File: src/rtl/muldiv_sequencer.sv
// Multi-cycle integer multiply/divide sequencer owning the HI/LO registers.
// Radix-2 shift-add multiply and restoring divide, one iteration per cycle.
module muldiv_sequencer #(
  parameter int WIDTH = 32
) (
  input  logic             clk,
  input  logic             reset,
  input  logic             start,
  input  logic [1:0]       op,
  input  logic [WIDTH-1:0] src_a,
  input  logic [WIDTH-1:0] src_b,
  input  logic             hi_lo_read,
  input  logic             flush,
  output logic             busy,
  output logic             done,
  output logic             stall,
  output logic [WIDTH-1:0] hi,
  output logic [WIDTH-1:0] lo
);

  localparam int CW = (WIDTH > 1) ? $clog2(WIDTH) : 1;
  localparam logic [CW-1:0] LAST_ITER = CW'(WIDTH - 1);

  typedef enum logic [1:0] {
    IDLE,
    RUN,
    FINISH
  } state_t;

  state_t             state;
  logic [CW-1:0]      count;
  logic               is_div;
  logic               neg_res;
  logic               neg_rem;
  logic               div_zero;
  logic [WIDTH-1:0]   mag_a;
  logic [WIDTH-1:0]   mag_b;
  // Multiply: {partial product, multiplier}. Divide: {remainder, dividend/quotient}.
  logic [2*WIDTH-1:0] acc;
  logic [2*WIDTH-1:0] acc_next;

  logic               accept;
  logic               signed_op;
  logic               a_neg;
  logic               b_neg;
  logic [WIDTH-1:0]   mag_a_in;
  logic [WIDTH-1:0]   mag_b_in;

  logic [WIDTH:0]     add_sum;
  logic [WIDTH:0]     shifted;
  logic [WIDTH:0]     diff;
  logic [WIDTH-1:0]   res_hi;
  logic [WIDTH-1:0]   res_lo;

  assign accept    = (state == IDLE) && start && !flush;
  assign signed_op = ~op[0];
  assign a_neg     = signed_op & src_a[WIDTH-1];
  assign b_neg     = signed_op & src_b[WIDTH-1];
  assign mag_a_in  = a_neg ? -src_a : src_a;
  assign mag_b_in  = b_neg ? -src_b : src_b;

  assign stall = busy & (hi_lo_read | start);

  // NOTE: every variable assigned in always_comb gets a default first, so no path leaves it unassigned and no latch is inferred.
  always_comb begin
    add_sum  = {1'b0, acc[2*WIDTH-1:WIDTH]} + {1'b0, mag_a};
    shifted  = {acc[2*WIDTH-1:WIDTH], acc[WIDTH-1]};
    diff     = shifted - {1'b0, mag_b};
    acc_next = acc;
    if (!is_div) begin
      if (acc[0]) acc_next = {add_sum, acc[WIDTH-1:1]};
      else        acc_next = {1'b0, acc[2*WIDTH-1:1]};
    end else begin
      // A clear top bit of diff means the trial subtraction did not borrow.
      if (!diff[WIDTH]) acc_next = {diff[WIDTH-1:0], acc[WIDTH-2:0], 1'b1};
      else              acc_next = {shifted[WIDTH-1:0], acc[WIDTH-2:0], 1'b0};
    end
  end

  always_comb begin
    res_hi = '0;
    res_lo = '0;
    if (!is_div) begin
      {res_hi, res_lo} = neg_res ? -acc : acc;
    end else if (div_zero) begin
      // Re-applying the dividend sign to its magnitude reproduces src_a exactly.
      res_hi = neg_rem ? -mag_a : mag_a;
      res_lo = '1;
    end else begin
      res_hi = neg_rem ? -acc[2*WIDTH-1:WIDTH] : acc[2*WIDTH-1:WIDTH];
      res_lo = neg_res ? -acc[WIDTH-1:0] : acc[WIDTH-1:0];
    end
  end

  // NOTE: datapath registers carry no reset; they are always loaded on accept before being used.
  always_ff @(posedge clk) begin
    if (accept) begin
      is_div   <= op[1];
      neg_res  <= a_neg ^ b_neg;
      neg_rem  <= a_neg;
      div_zero <= op[1] & (src_b == '0);
      mag_a    <= mag_a_in;
      mag_b    <= mag_b_in;
      acc      <= {{WIDTH{1'b0}}, (op[1] ? mag_a_in : mag_b_in)};
    end else if (state == RUN) begin
      acc <= acc_next;
    end
  end

  // NOTE: sequential state uses non-blocking assignments so every register samples pre-edge values.
  always_ff @(posedge clk) begin
    if (reset) begin
      state <= IDLE;
      busy  <= 1'b0;
      done  <= 1'b0;
      count <= '0;
      hi    <= '0;
      lo    <= '0;
    end else begin
      done <= 1'b0;
      unique case (state)
        IDLE: begin
          if (accept) begin
            state <= RUN;
            busy  <= 1'b1;
            count <= '0;
          end
        end
        RUN: begin
          if (flush) begin
            state <= IDLE;
            busy  <= 1'b0;
          end else begin
            count <= count + 1'b1;
            if (count == LAST_ITER) state <= FINISH;
          end
        end
        FINISH: begin
          state <= IDLE;
          busy  <= 1'b0;
          if (!flush) begin
            hi   <= res_hi;
            lo   <= res_lo;
            done <= 1'b1;
          end
        end
        default: begin
          state <= IDLE;
          busy  <= 1'b0;
        end
      endcase
    end
  end

endmodule

File: config.mk
export PLATFORM = sky130hd
export DESIGN_NAME = muldiv_sequencer
export DESIGN_NICKNAME = d
export VERILOG_FILES = /design/src/rtl/muldiv_sequencer.sv
export SDC_FILE = /design/constraint.sdc
export NUM_CORES = 1
export LEC_CHECK = 0
export CAP_MARGIN = 20
export CORE_AREA = 2 2 174 176
export CTS_BUF_LIST = sky130_fd_sc_hd__clkbuf_2
export CTS_CLUSTER_DIAMETER = 80
export DETAILED_ROUTE_END_ITERATION = 16
export DIE_AREA = 0 0 176 178
export DONT_BUFFER_PORTS = 1
export GPL_TIMING_DRIVEN = 0
export PLACE_DENSITY_LB_ADDON = 0.08
export SYNTH_ARGS = -nofsm -noshare
export SYNTH_HDL_FRONTEND = slang
export SYNTH_SLANG_ARGS = --single-unit
File: constraint.sdc
create_clock -name clk -period 4.2 [get_ports clk]
set_input_delay 0.63 -clock clk [delete_from_list [all_inputs] [get_ports clk]]
set_output_delay 0.63 -clock clk [all_outputs]
set_load 0.01 [all_outputs]
**Word level (Yosys, flattened, before mapping)**

Cells that the tools add are included.

- RAM bits: 0
- Register bits: 205
- Output and inout port bits: 67
- Latch bits: 0
- Word-level logic and storage cells: 78
- Input port bits: 71
- Bits in read-only memories: 0
- Memories: 0

- Bitwise logic cells: 9
- Reduce and logical (&&, ||, !) cells: 12
- Magnitude comparators: 0
- Shift operators: 0
- Multiplexer cells: 27
- Multiply operators: 0
- Equality and inequality tests: 7
- Div/mod/pow operators: 0
- Add/sub/neg operators: 9

Operators by type and width:

| cell | number |
|---|---|
| two-way mux 32 bit | 12 |
| two-way mux 64 bit | 4 |
| negation 32 bit | 5 |
| negation 64 bit | 1 |
| adder 32 x 32 -> 33 bit | 1 |
| subtractor 33 x 32 -> 33 bit | 1 |
| logical NOT 32 bit | 1 |
| two-way mux 5 bit | 2 |
| case mux 5 bit (2 select lines) | 1 |
| two-way mux 2 bit | 3 |
| != test 2 bit (second input constant) | 3 |
| AND reduction 2 bit | 3 |
| adder 5 x 1 -> 5 bit (second input constant) | 1 |
| == test 5 bit (second input constant) | 1 |
| bitwise AND 1 bit | 4 |
| case mux 2 bit (2 select lines) | 1 |
| nonzero test 2 bit | 2 |
| two-way mux 1 bit | 3 |
| != test 3 x 2 -> 1 bit (second input constant) | 1 |
| NOT 1 bit | 3 |
| AND reduction 3 bit | 1 |
| == test 2 x 1 -> 1 bit (second input constant) | 1 |
| == test 2 bit (second input constant) | 1 |
| logical AND 1 bit | 2 |
| other kinds (6) | 6 |

**Depth between registers and ports, before layout**

- Depth after elaboration: 5
- Gate-level depth with buffers: 14
- Mapped depth without buffers: 12

**Worst setup path before layout**

OpenSTA, ideal clock, no wires.

- Path type: input -> register
- From: input port flush
- To: register acc[19] (data pin)
- Arrival time: 3.520 ns
- Required time: 3.832 ns
- Cell stages on the path: 7
- Buffers on the path: 2
- Slack: 0.312 ns
- Library setup time: 0.368 ns
- Path through: nor2_1 > nand2_1 > or2_2 > clkbuf_1 > inv_2 > clkbuf_1 > a21oi_1

- Cells in the longest elaborated chain, start to end: 3

RTL lines:

| element | RTL line | RTL |
|---|---|---|
| start, declared | 13 | `input logic flush,` |
| logical NOT 1 bit | n/a |  |
| logical AND 1 bit | 55 | `assign accept = (state == IDLE) && start && !flush;` |
| net accept | 42 | `logic accept;` |
| two-way mux 32 bit | 97 | `if (accept) begin` |
| end signal, assigned | 104 | `acc <= {{WIDTH{1'b0}}, (op[1] ? mag_a_in : mag_b_in)};` |
| end signal, assigned | 106 | `acc <= acc_next;` |
| end, declared | 39 | `logic [2*WIDTH-1:0] acc;` |

The timed path passes the listed nets, and every way through them passes these cells.
A chain may end at the register's enable or synchronous reset.

**Final worst setup path**

- From: register acc[31]
- To: register acc[0] (data pin)

- Cells in the longest elaborated chain, start to end: 5

RTL lines:

| element | RTL line | RTL |
|---|---|---|
| subtractor 33 x 32 -> 33 bit | 68 | `diff = shifted - {1'b0, mag_b};` |
| two-way mux 64 bit | 75 | `if (!diff[WIDTH]) acc_next = {diff[WIDTH-1:0], acc[WIDTH-2:0], 1'b1};` |
| two-way mux 64 bit | 70 | `if (!is_div) begin` |
| two-way mux 32 bit | 105 | `end else if (state == RUN) begin` |
| two-way mux 32 bit | 97 |  |

No other way between the ends. The select of a mux whose other input is x is not followed.

==> results.cfg <==
[worst_setup_path]
regToRegSetupSlack_ps = 210
worst-path-max-fanout = 10
worstPathArrival_ps = 4550
crit_path_cell_trace = inv_1 > ha_1 > fa_1 > nand2b_1 > a21oi_1 > o211ai_1 > a2111oi_2 > a21oi_1 > nand3_2 > buf_6 > buf_4 > nand2_1 > o211ai_1 > o21ai_0
cp-start-kind = flop
cp-startpoint = acc[31]
reg2reg_from = acc[31]
reg2regPathDepth = 14
slowest_stage = edfxtp_1
slowest_delay_ps = 450
crit_path_end_kind = flop
regToRegEndpoint = acc[0]
crit_required_ps = 4760
crit_type = flop to flop

[clocking]
insertion_delay_ps = 940
root_buffer = clkbuf_2
cts_buffer_depth = 3
cts_made_buffers = 51
post-cts-setup-buffer-count = 0
cts_tree = done
htreeDepth = 2
cts_num_sinks = 205
clkTransAtPathRegs_ps = 120

[yosys]
synth_edf_count = 100
synth-async-reset-ratio = 0
yosys_warnings = 0
synthTopCellsByArea = edfxtp_1, dfxtp_1, xor2_1, xnor2_1, ha_1
yosysTopAreaCell = edfxtp_1
postSynthCellCount = 2011
syn_area_sq_um = 16600
synth_area_per_cell_sq_um = 8.24
synth_cell_types = 90
ys_ff_latch = 205
synth-main-ff-cell = dfxtp_1
syn-num-nets = 2155
synth-seq-area-share = 0.308
synth_top_area_share = 0.181

[worst_hold_path]
worst_hold_path_type = input port to flop
hp-start = src_a[20]
hold_depth = 1
holdPathEnd = mag_a[20]

[floorplan]
initial_utilization = 0.564
core-area_sq_um = 29400
io_pins = 138
fp.dieH_microns = 178
rows = 63
fp.dieArea_sq_um = 31300
die_w_microns = 176

[sta]
fin_crit_sh = 0.950
maxSlewHeadroom = 0.253
fin_worst_skew_ps = 144
fin_crit_ps = 3990
max_clock_freq_mhz = 251
hold_viol_final = 0
setup_viol = 0
finalMaxSlewViolations = 0
rsz0062_at_grt = no
worstMarginPinSlew_ps = 1120
hold_ws_ps = 23.3
worst_slack_ps = 209

[drt]
vias_per_cell = 6.88
detail_route.wl_per_cell_microns = 26.7
drt_iter0_drc = 2567
drt_first_pass_iters = 7
drc_errors = 0
ant_nets = 0
vias = 17300
wirelength_microns = 67000

[grt]
grt_pass1_wl_microns = 98000
grtUsageTotal = 0.419
grt_max_degree = 77
grt_remaining_overflow = 0
grt_pass1_vias = 15800
antenna_found_initial = 1

[placed_design]
dpl-instance-area_sq_um = 17100
io_buffers = 0
place_hpwl_microns = 52200
place.gp.congestion = 1.09
pre_cts_ws_ps = -48.4

[run]
drv_cap = 0

[power_and_ir_drop]
leakagePower_nw = 6.85
powerDensity_nw_per_um2 = 368
peakVddDrop_uv = 238

[finish]
final_layout_size_suffix_gt1_frac = 0.0680
area.growth.synth_to_final_pct = 7.13
final_area_sq_um = 17800
fin_nets = 2224

[status]
status = completed
## timing repair
| item | 4_1_cts | 5_1_grt |
|---|---|---|
| hold buffers | 15 | 0 |
| setup endpoints to repair | 1 | 2 |
| resized for setup | 0 | 2 |
| hold endpoints to repair | 18 | 0 |
## cell usage after synthesis (18+ instances only)
master	n
inv_1	58
o41ai_1	21
nor4_1	25
a21oi_1	143
a211oi_1	66
dfxtp_1	105
clkbuf_1	117
nand2b_1	32
o31ai_1	49
o22ai_1	20
mux2i_1	44
nor2_1	195
or3_1	18
nor3_1	39
nor2b_1	28
nand3_1	44
nand2_1	163
a31oi_1	20
o211ai_1	31
edfxtp_1	100
xnor2_1	104
xor2_1	115
ha_1	71
o21ai_0	122
a21o_1	28
## worst max path at each step
stage / endpoint / cells past startpoint
3_5_place_dp: hi[6] / 11
2_1_floorplan: acc[19] / 7
5_1_grt: acc[63] / 13
3_3_place_gp: acc[23] / 7
6_report: acc[0] / 14
4_1_cts: acc[62] / 10
## cells by family (layout without fill, tap and decap cells)
| kind of cell | after synthesis | after routing | synth area share |
|---|---|---|---|
| flops | 205 | 205 | 0.308 |
| fa+ha+maj | 73 | 73 | 0.0560 |
| xor+xnor | 219 | 219 | 0.116 |
| buf+inv | 197 | 305 | 0.0470 |
| other cells | 0 | 1 | 0 |
| simple gates | 652 | 652 | 0.193 |
| compound gates | 603 | 603 | 0.240 |
| mux | 62 | 62 | 0.0395 |
## layout make-up
class                      count  area [sq um]
fill                        2717         11600
multi-input combinational   1609         10700
sequential                   205          5100
buffer                       135           551
tap                          390           488
clock buffer                  81           405
inverter                      61           233
timing repair buffer          17           205
clock inverter                11          77.6
antenna                        1          2.50
## sequential cells by signal, summed over array words and instances, names as in the netlist
register / count
done: 1
div_zero: 1
neg_res: 1
lo: 32
neg_rem: 1
busy: 1
state: 2
hi: 32
acc: 64
is_div: 1
count: 5
mag_a: 32
mag_b: 32
## metal layers
metal  part of all wire  wire length [microns]  up-vias  track usage
met3               0.12                   8260      262       0.0961
met4              0.058                   3900        0        0.209
met2               0.43                  28700     1289        0.638
li1                   -                      -     7617            -
met5                  0                      0        -            0
met1               0.39                  26200     8102        0.562
## layout by cell type (no fill, tap or decap), types with 17 or more instances in the layout
cell,instances
or3_1,18
inv_1,57
a31oi_1,20
a21o_1,28
xnor2_1,104
o41ai_1,21
nor2_1,195
nand3_1,44
edfxtp_1,100
nor3_1,39
a211oi_1,66
clkbuf_1,115
clkbuf_2,81
o211ai_1,31
mux2_2,17
dfxtp_1,105
ha_1,71
a21oi_1,143
nand2b_1,32
xor2_1,115
o31ai_1,49
o22ai_1,20
nor2b_1,28
nand2_1,163
mux2i_1,44
nor4_1,25
nand4_1,17
o21ai_0,121
## metrics by stage
step / setup TNS (ps) / instances / power (mW) / utilization
global placement: -47980 / 2401 / 4.99 / 0.580
global route: 0 / 2510 / 6.80 / 0.604
floorplan: 0 / 2011 / 4.20 / -
finish: 0 / 2510 / 6.54 / 0.604
detailed placement: -48.4 / 2403 / 5.00 / 0.582
CTS: 0 / 2509 / 6.41 / 0.604
## critical path, delay by kind of cell, from the launching register on
kind / cells / cell delay (ps)
AOI/OAI and AO/OA: 6 / 1390
adders and majority gates: 2 / 640
buffers and inverters: 3 / 600
and+or+nand+nor: 3 / 550
DFF: 1 / 450
## power by group
part	switching [mW]	internal, mW	leakage [nW]
Combinational	1.73	0.936	4.69
Sequential	0.199	2.24	1.79
Clock	0.861	0.572	0.370
Note: power is estimated with default switching activity, not from simulation.
